===== config.mk =====
export PLATFORM = sky130hd
export DESIGN_NAME = stream_demux1_4
export DESIGN_NICKNAME = d
export VERILOG_FILES = /design/src/rtl/stream_demux1_4.sv
export SDC_FILE = /design/constraint.sdc
export NUM_CORES = 1
export LEC_CHECK = 0
export ABC_AREA = 1
export CAP_MARGIN = 20
export CORE_MARGIN = 5
export CORE_UTILIZATION = 45
export CTS_BUF_LIST = sky130_fd_sc_hd__clkbuf_16
export DETAILED_ROUTE_END_ITERATION = 10
export PLACE_DENSITY = 0.86
export SYNTH_ARGS = -nofsm -noshare
export SYNTH_HDL_FRONTEND = slang
export SYNTH_SLANG_ARGS = --single-unit

===== constraint.sdc =====
create_clock -name clk -period 2.8 [get_ports clk]
set_clock_uncertainty 0.2 [all_clocks]
set_input_delay 0.42 -clock clk [delete_from_list [all_inputs] [get_ports clk]]
set_output_delay 0.42 -clock clk [all_outputs]
set_load 0.05 [all_outputs]

===== src/rtl/stream_demux1_4.sv =====
// stream_demux1_4: registered 1-to-4 valid/ready demux with 2-entry skid buffer
module stream_demux1_4 #(
  parameter int WIDTH = 4
) (
  input  logic             clk,
  input  logic             rst_n,
  input  logic [WIDTH-1:0] i_in_data,
  input  logic [1:0]       i_in_sel,
  input  logic             i_in_valid,
  output logic             o_in_ready,
  output logic [WIDTH-1:0] o_out_data,
  output logic [3:0]       o_out_valid,
  input  logic [3:0]       i_out_ready
);
  typedef enum logic [1:0] {EMPTY, ONE, TWO} state_t;
  state_t           r_state, w_nxt;
  logic [WIDTH-1:0] r_hd_data, r_sk_data;
  logic [1:0]       r_hd_sel, r_sk_sel;
  logic             r_in_ready;
  logic             w_accept, w_drain, w_ld_hd, w_ld_sk, w_hd_sk;
  assign o_in_ready  = r_in_ready;
  assign o_out_data  = r_hd_data;
  assign o_out_valid = (r_state != EMPTY) ? (4'b1 << r_hd_sel) : 4'b0;
  assign w_accept    = i_in_valid & r_in_ready;
  assign w_drain     = |(o_out_valid & i_out_ready);
  always_comb begin
    w_nxt   = r_state;
    w_ld_hd = 1'b0;
    w_ld_sk = 1'b0;
    w_hd_sk = 1'b0;
    case (r_state)
      EMPTY: begin
        w_ld_hd = w_accept;
        w_nxt   = w_accept ? ONE : EMPTY;
      end
      ONE: begin
        w_ld_hd = w_accept & w_drain;
        w_ld_sk = w_accept & ~w_drain;
        w_nxt   = (w_accept & ~w_drain) ? TWO : (~w_accept & w_drain) ? EMPTY : ONE;
      end
      TWO: begin
        w_hd_sk = w_drain;
        w_nxt   = w_drain ? ONE : TWO;
      end
      default: w_nxt = EMPTY;
    endcase
  end
  always_ff @(posedge clk or negedge rst_n) begin
    if (!rst_n) begin
      r_state    <= EMPTY;
      r_in_ready <= 1'b0;
      r_hd_data  <= '0;
      r_hd_sel   <= '0;
      r_sk_data  <= '0;
      r_sk_sel   <= '0;
    end else begin
      r_state    <= w_nxt;
      r_in_ready <= (w_nxt != TWO);
      if (w_ld_hd) begin
        r_hd_data <= i_in_data;
        r_hd_sel  <= i_in_sel;
      end else if (w_hd_sk) begin
        r_hd_data <= r_sk_data;
        r_hd_sel  <= r_sk_sel;
      end
      if (w_ld_sk) begin
        r_sk_data <= i_in_data;
        r_sk_sel  <= i_in_sel;
      end
    end
  end
endmodule

==> results of run 1 <==
[layer usage]
| layer | vias to the layer above | part of all wire, % |
|---|---|---|
| li1 | 391 | - |
| met1 | 359 | 42 |
| met2 | 20 | 49 |
| met3 | 4 | 7.3 |
| met4 | 0 | 1.9 |
| met5 | - | 0 |
[sequential cells by signal, summed over array words and instances (netlist names)]
register    cells
r_state         2
o_in_ready      1
r_hd_sel        2
r_sk_data       4
o_out_data      4
r_sk_sel        2
[where the power goes]
| group | internal [mW] | switching [mW] | leakage (nW) |
|---|---|---|---|
| Sequential | 0.314 | 0.0880 | 0.187 |
| Clock | 0.189 | 0.0832 | 0.0423 |
| Combinational | 0.265 | 0.515 | 0.340 |
| Total | 0.768 | 0.686 | 0.570 |
[metrics by stage]
step | std cells | util [%] | hold WS [ps] | power, mW
after floorplan | 107 | - | -75.6 | 0.991
after global placement | 152 | 61.2 | 279 | 1.15
after detailed placement | 152 | 61.2 | 279 | 1.17
after CTS | 156 | 65.6 | 290 | 1.46
after global routing | 156 | 65.6 | 324 | 1.56
final | 156 | 65.6 | 289 | 1.45
[tightest hold or removal path, cell delays in order (launching register included)]
cell and delay (ps):
dfrtp_1 330, nand2_1 50, o21ai_1 70
[cell families after synthesis]
logic type / count (synthesis) / synth area share (%)
adders and majority gates: 1 / 1.45
buffers and inverters: 10 / 6.22
DFF: 15 / 43.4
AOI/OAI and AO/OA: 6 / 5.21
and+or+nand+nor: 75 / 43.7
[synthesized netlist by cell type]
master     number  area, um2
o21ai_0         2       10.0
o2111ai_1       1       8.76
nor2_1          6       22.5
ha_1            1       12.5
inv_6           1       8.76
nand2_2         7       43.8
inv_2           3       11.3
o21ai_1         2       10.0
nor2_4          2       22.5
buf_8           1       15.0
nand2_4         3       33.8
nor2_2          1       6.26
nand3_1        15       75.1
nand2_1        36        135
nand3b_1        1       7.51
inv_1           5       18.8
nor3_1          3       15.0
o21ai_4         1       16.3
dfrtp_1        15        375
nor3_4          1       16.3
[worst max-delay path by stage]
stage	from	depth (start not counted)	to
2_1_floorplan	r_hd_sel[1]	15	o_out_data[0]
3_3_place_gp	i_out_ready[0]	12	r_hd_sel[0]
3_5_place_dp	i_out_ready[0]	12	r_hd_sel[0]
4_1_cts	r_hd_sel[0]	3	o_out_valid[1]
5_1_grt	r_hd_sel[0]	3	o_out_valid[1]
6_report	r_hd_sel[1]	3	o_out_valid[2]
[cell type report]
cell class                      count  area (um2)  share of cell area (%)
Timing Repair Buffer               21         210                    18.0
Clock inverter                      1        3.75                   0.321
Inverter                            9        38.8                    3.32
Clock buffer                        3        75.1                    6.42
Sequential cell                    15         375                    32.1
Tap cell                           25        31.3                    2.67
Multi-Input combinational cell     82         435                    37.2
==> impl_metrics.tcl, run 1 <==
set metrics [dict create \
    status "complete, no violations" \
    syn_area_um2 865 \
    drive_above_1_share_pct 16.8 \
    postCtsSetupBuffers 0 \
    dp_hpwl_um 1360 \
    ioPinCount 22 \
    syn_nets 121 \
    maxCapViolCount 0 \
    hold_depth 2 \
    globalRoute.totalOverflow 0 \
    grt_max_degree 16 \
    antenna_left 0 \
    grt_use_met1_pct 16.9 \
    fmax_mhz 415 \
    synth_warnings 0 \
    finalInstanceArea_mm2 0.00117 \
    path_clk_slew_ps 40 \
    fillers 141 \
    period_share_pct 86.0 \
    cts-htree-levels 1 \
    placement.io_buffers 21 \
    start_util_pct 48.5 \
    die_height_um 53.8 \
    layout_common_cells "nand2_1, clkdlybuf4s50_1, nand3_1, dfrtp_1, nand2_2" \
    reg2regPathDepth 14 \
    clockBufferDepth 2 \
    cp_slowest_cell "clkdlybuf4s50_1" \
    clock-sinks 15 \
    hp-start "r_sk_data[3]" \
    cts-buffers-inserted 3 \
    pre_cts_ws_ps 456 \
    coreArea_mm2 0.00178 \
    dr.pass1.iters 4 \
    crit_type "register to output pin" \
    globalRouteMet3Util_pct 4.71 \
    place.gp.congestion 0.860 \
    rsz0062_at_grt "false" \
    hold_path_class "register to register" \
    use_met2_pct 27.8 \
    ys_seq_area_share_pct 43.4 \
    cts_tree "built" \
    grt_pass1_vias 766 \
    cp-start-kind "register" \
    worstPathArrival_ps 1790 \
    gr-usage-all-layers_pct 15.7 \
    post_dp_cell_area_mm2 0.00109 \
    routed_wl_um 1930 \
    drt_iter0_drc 12 \
    busiest_layer "met2" \
    r2r_slack_ps 620 \
    area_growth_pct 35.3 \
    clockRootBuffer "clkbuf_16" \
    fin_tns_setup_ps 0 \
    syn_avg_cell_area_um2 8.08 \
    required_ps 2180 \
    powerDensity_mw_per_mm2 1240 \
    die_w_um 53.8 \
    wl_per_cell_um 12.4 \
    r2r_start "r_state[0]" \
    tightest_slew_ps 649 \
    layout_commonest_cell "nand2_1" \
    dieArea_mm2 0.00290 \
    slew_viol_final 0 \
    rows 15 \
    setup_viol 0 \
    cts_resized 0 \
    routed_via_density 4.96 \
    worst_slack_ps 391 \
    num_antenna_cells 0 \
    crit_path_end_kind "output pin" \
    crit_path_max_incr_delay_ps 830 \
    finalHoldViolCount 0 \
    worstSkewPairLatency_ps 250 \
    drcViolationCount 0 \
    postSynthCellCount 107 \
    nets 146 \
    path_buf_inv 2 \
    antenna_found_initial 0 \
    crit_chain "inv_1 > nor3_1 > clkdlybuf4s50_1" \
    path_max_fanout 7 \
    cts-hold-fix-buffers 0 \
    grt_pass1_wl_um 3200 \
    r2r-end "o_out_data[3]" \
    ys_ff_latch 15 \
    vdd_drop_max_mv 0.576 \
    cp_top_family "buffers and inverters" \
    via_count 774 \
    period_needed_ps 2410 \
    slew_headroom_pct 56.6 \
    synth_cell_types 20 \
    min_to "r_sk_data[3]" \
    power_leakage_nw 0.570 \
]
Note: power is estimated with default switching activity, not from simulation.
==> run 2, diff against run 1 <==
Settings changed: CTS_BUF_LIST sky130_fd_sc_hd__clkbuf_16 to sky130_fd_sc_hd__clkbuf_8.
==> impl_metrics.tcl, run 2 (synthesis results as in run 1) <==
set metrics [dict create \
    post_dp_cell_area_mm2 0.00109 \
    path_max_fanout 7 \
    postCtsSetupBuffers 0 \
    r2r_start "r_state[0]" \
    period_needed_ps 2420 \
    power_leakage_nw 0.554 \
    worstPathArrival_ps 1800 \
    reg2regPathDepth 14 \
    grt_max_degree 16 \
    drive_above_1_share_pct 16.8 \
    clockBufferDepth 2 \
    antenna_found_initial 0 \
    clock-sinks 15 \
    dr.pass1.iters 4 \
    routed_wl_um 1800 \
    finalInstanceArea_mm2 0.00114 \
    required_ps 2180 \
    fmax_mhz 413 \
    vdd_drop_max_mv 0.512 \
    worst_slack_ps 380 \
    num_antenna_cells 0 \
    startpoint "r_hd_sel[1]" \
    hold_path_class "register to register" \
    cts-hold-fix-buffers 0 \
    period_share_pct 86.4 \
    cts_tree "built" \
    hp-start "r_sk_data[3]" \
    final_util_pct 63.7 \
    crit_chain "inv_1 > nor3_1 > clkdlybuf4s50_1" \
    area_growth_pct 31.4 \
    slew_viol_final 0 \
    place.gp.congestion 0.860 \
    fin_tns_setup_ps 0 \
    crit_path_max_incr_delay_ps 830 \
    crit_path_end_kind "output pin" \
    switching_share_pct 49.6 \
    tightest_slew_ps 647 \
    layout_commonest_cell "nand2_1" \
    hold_depth 2 \
    worstSkewPairLatency_ps 250 \
    slew_headroom_pct 56.7 \
    dp_cells 152 \
    r2r-end "r_hd_sel[0]" \
    whs_ps 293 \
    clockPowerShare_pct 12.9 \
    wl_per_cell_um 11.5 \
    gr-usage-all-layers_pct 14.1 \
    drcViolationCount 0 \
    setup_viol 0 \
    via_count 763 \
    cp_slowest_cell "clkdlybuf4s50_1" \
    p_switching_mw 0.666 \
    status "complete, no violations" \
    pre_cts_ws_ps 456 \
    dieArea_mm2 0.00290 \
    comb_power_share_pct 57.5 \
    coreArea_mm2 0.00178 \
    grt_pass1_wl_um 2980 \
    cts_resized 0 \
    rsz0062_at_grt "false" \
    grt_pass1_vias 719 \
    path_clk_slew_ps 60 \
    layout_common_cells "nand2_1, clkdlybuf4s50_1, nand3_1, dfrtp_1, nand2_2" \
    placement.io_buffers 21 \
    start_util_pct 48.5 \
    cts-buffers-inserted 3 \
    globalRoute.totalOverflow 0 \
    routed_via_density 4.89 \
    cts-htree-levels 1 \
    die_w_um 53.8 \
    p_seq_share_pct 29.6 \
    drt_iter0_drc 20 \
    rows 15 \
    ioPinCount 22 \
    die_height_um 53.8 \
    intPower_mw 0.676 \
    maxCapViolCount 0 \
    powerDensity_mw_per_mm2 1180 \
    crit_type "register to output pin" \
    endpoint "o_out_valid[2]" \
    final-instance-count-excl-fill 156 \
    dp_hpwl_um 1360 \
    antenna_left 0 \
    r2r_slack_ps 630 \
    finalPower_mw 1.34 \
    nets 146 \
    cp-start-kind "register" \
    finalHoldViolCount 0 \
    clockRootBuffer "clkbuf_8" \
]
==> run 2: worst min path at each step <==
stage,endpoint,slack [ps]
final,r_sk_data[3],290
after global routing,r_sk_sel[1],330
after CTS,r_sk_data[0],290
after detailed placement,r_sk_data[0],280
after global placement,r_sk_sel[0],280
after floorplan,o_in_ready,-80
==> run 2: final cells by class <==
cell class	count	area [um2]
clock buffer	3	41.3
clock inverter	1	3.75
fill	148	647
inverter	9	38.8
multi-input combinational	82	435
sequential	15	375
tap	25	31.3
timing repair buffer	21	210
==> run 2: per-layer routing <==
metal  part of all wire, %  routed length, um  up-vias  track usage (%)
met5                     0                  0        -                0
met4                   1.6                 29        0             5.11
met3                   6.7                120        5             2.77
met2                    46                835       20             25.0
met1                    45                811      347             16.7
li1                      -                  -      391                -
==> run 2: critical path: cells and delay by family (launching register included) <==
kind	cells	cell delay [ps]
AND/OR/NAND/NOR	1	170
buffers and inverters	2	920
flip-flops	1	470
==> run 2: power by group through the flow <==
stage	combinational (mW)	sequential (mW)	clock (mW)
after floorplan	0.500	0.491	0
after global placement	0.753	0.399	0
after detailed placement	0.769	0.401	0
after CTS	0.777	0.397	0.175
after global routing	0.846	0.410	0.186
final	0.771	0.398	0.173
==> run 3, diff against run 2 <==
Settings changed: CAP_MARGIN 20 to not set.
==> results of run 3 <==
Same layout as run 2: the final DEF is identical, and so are final timing and power.
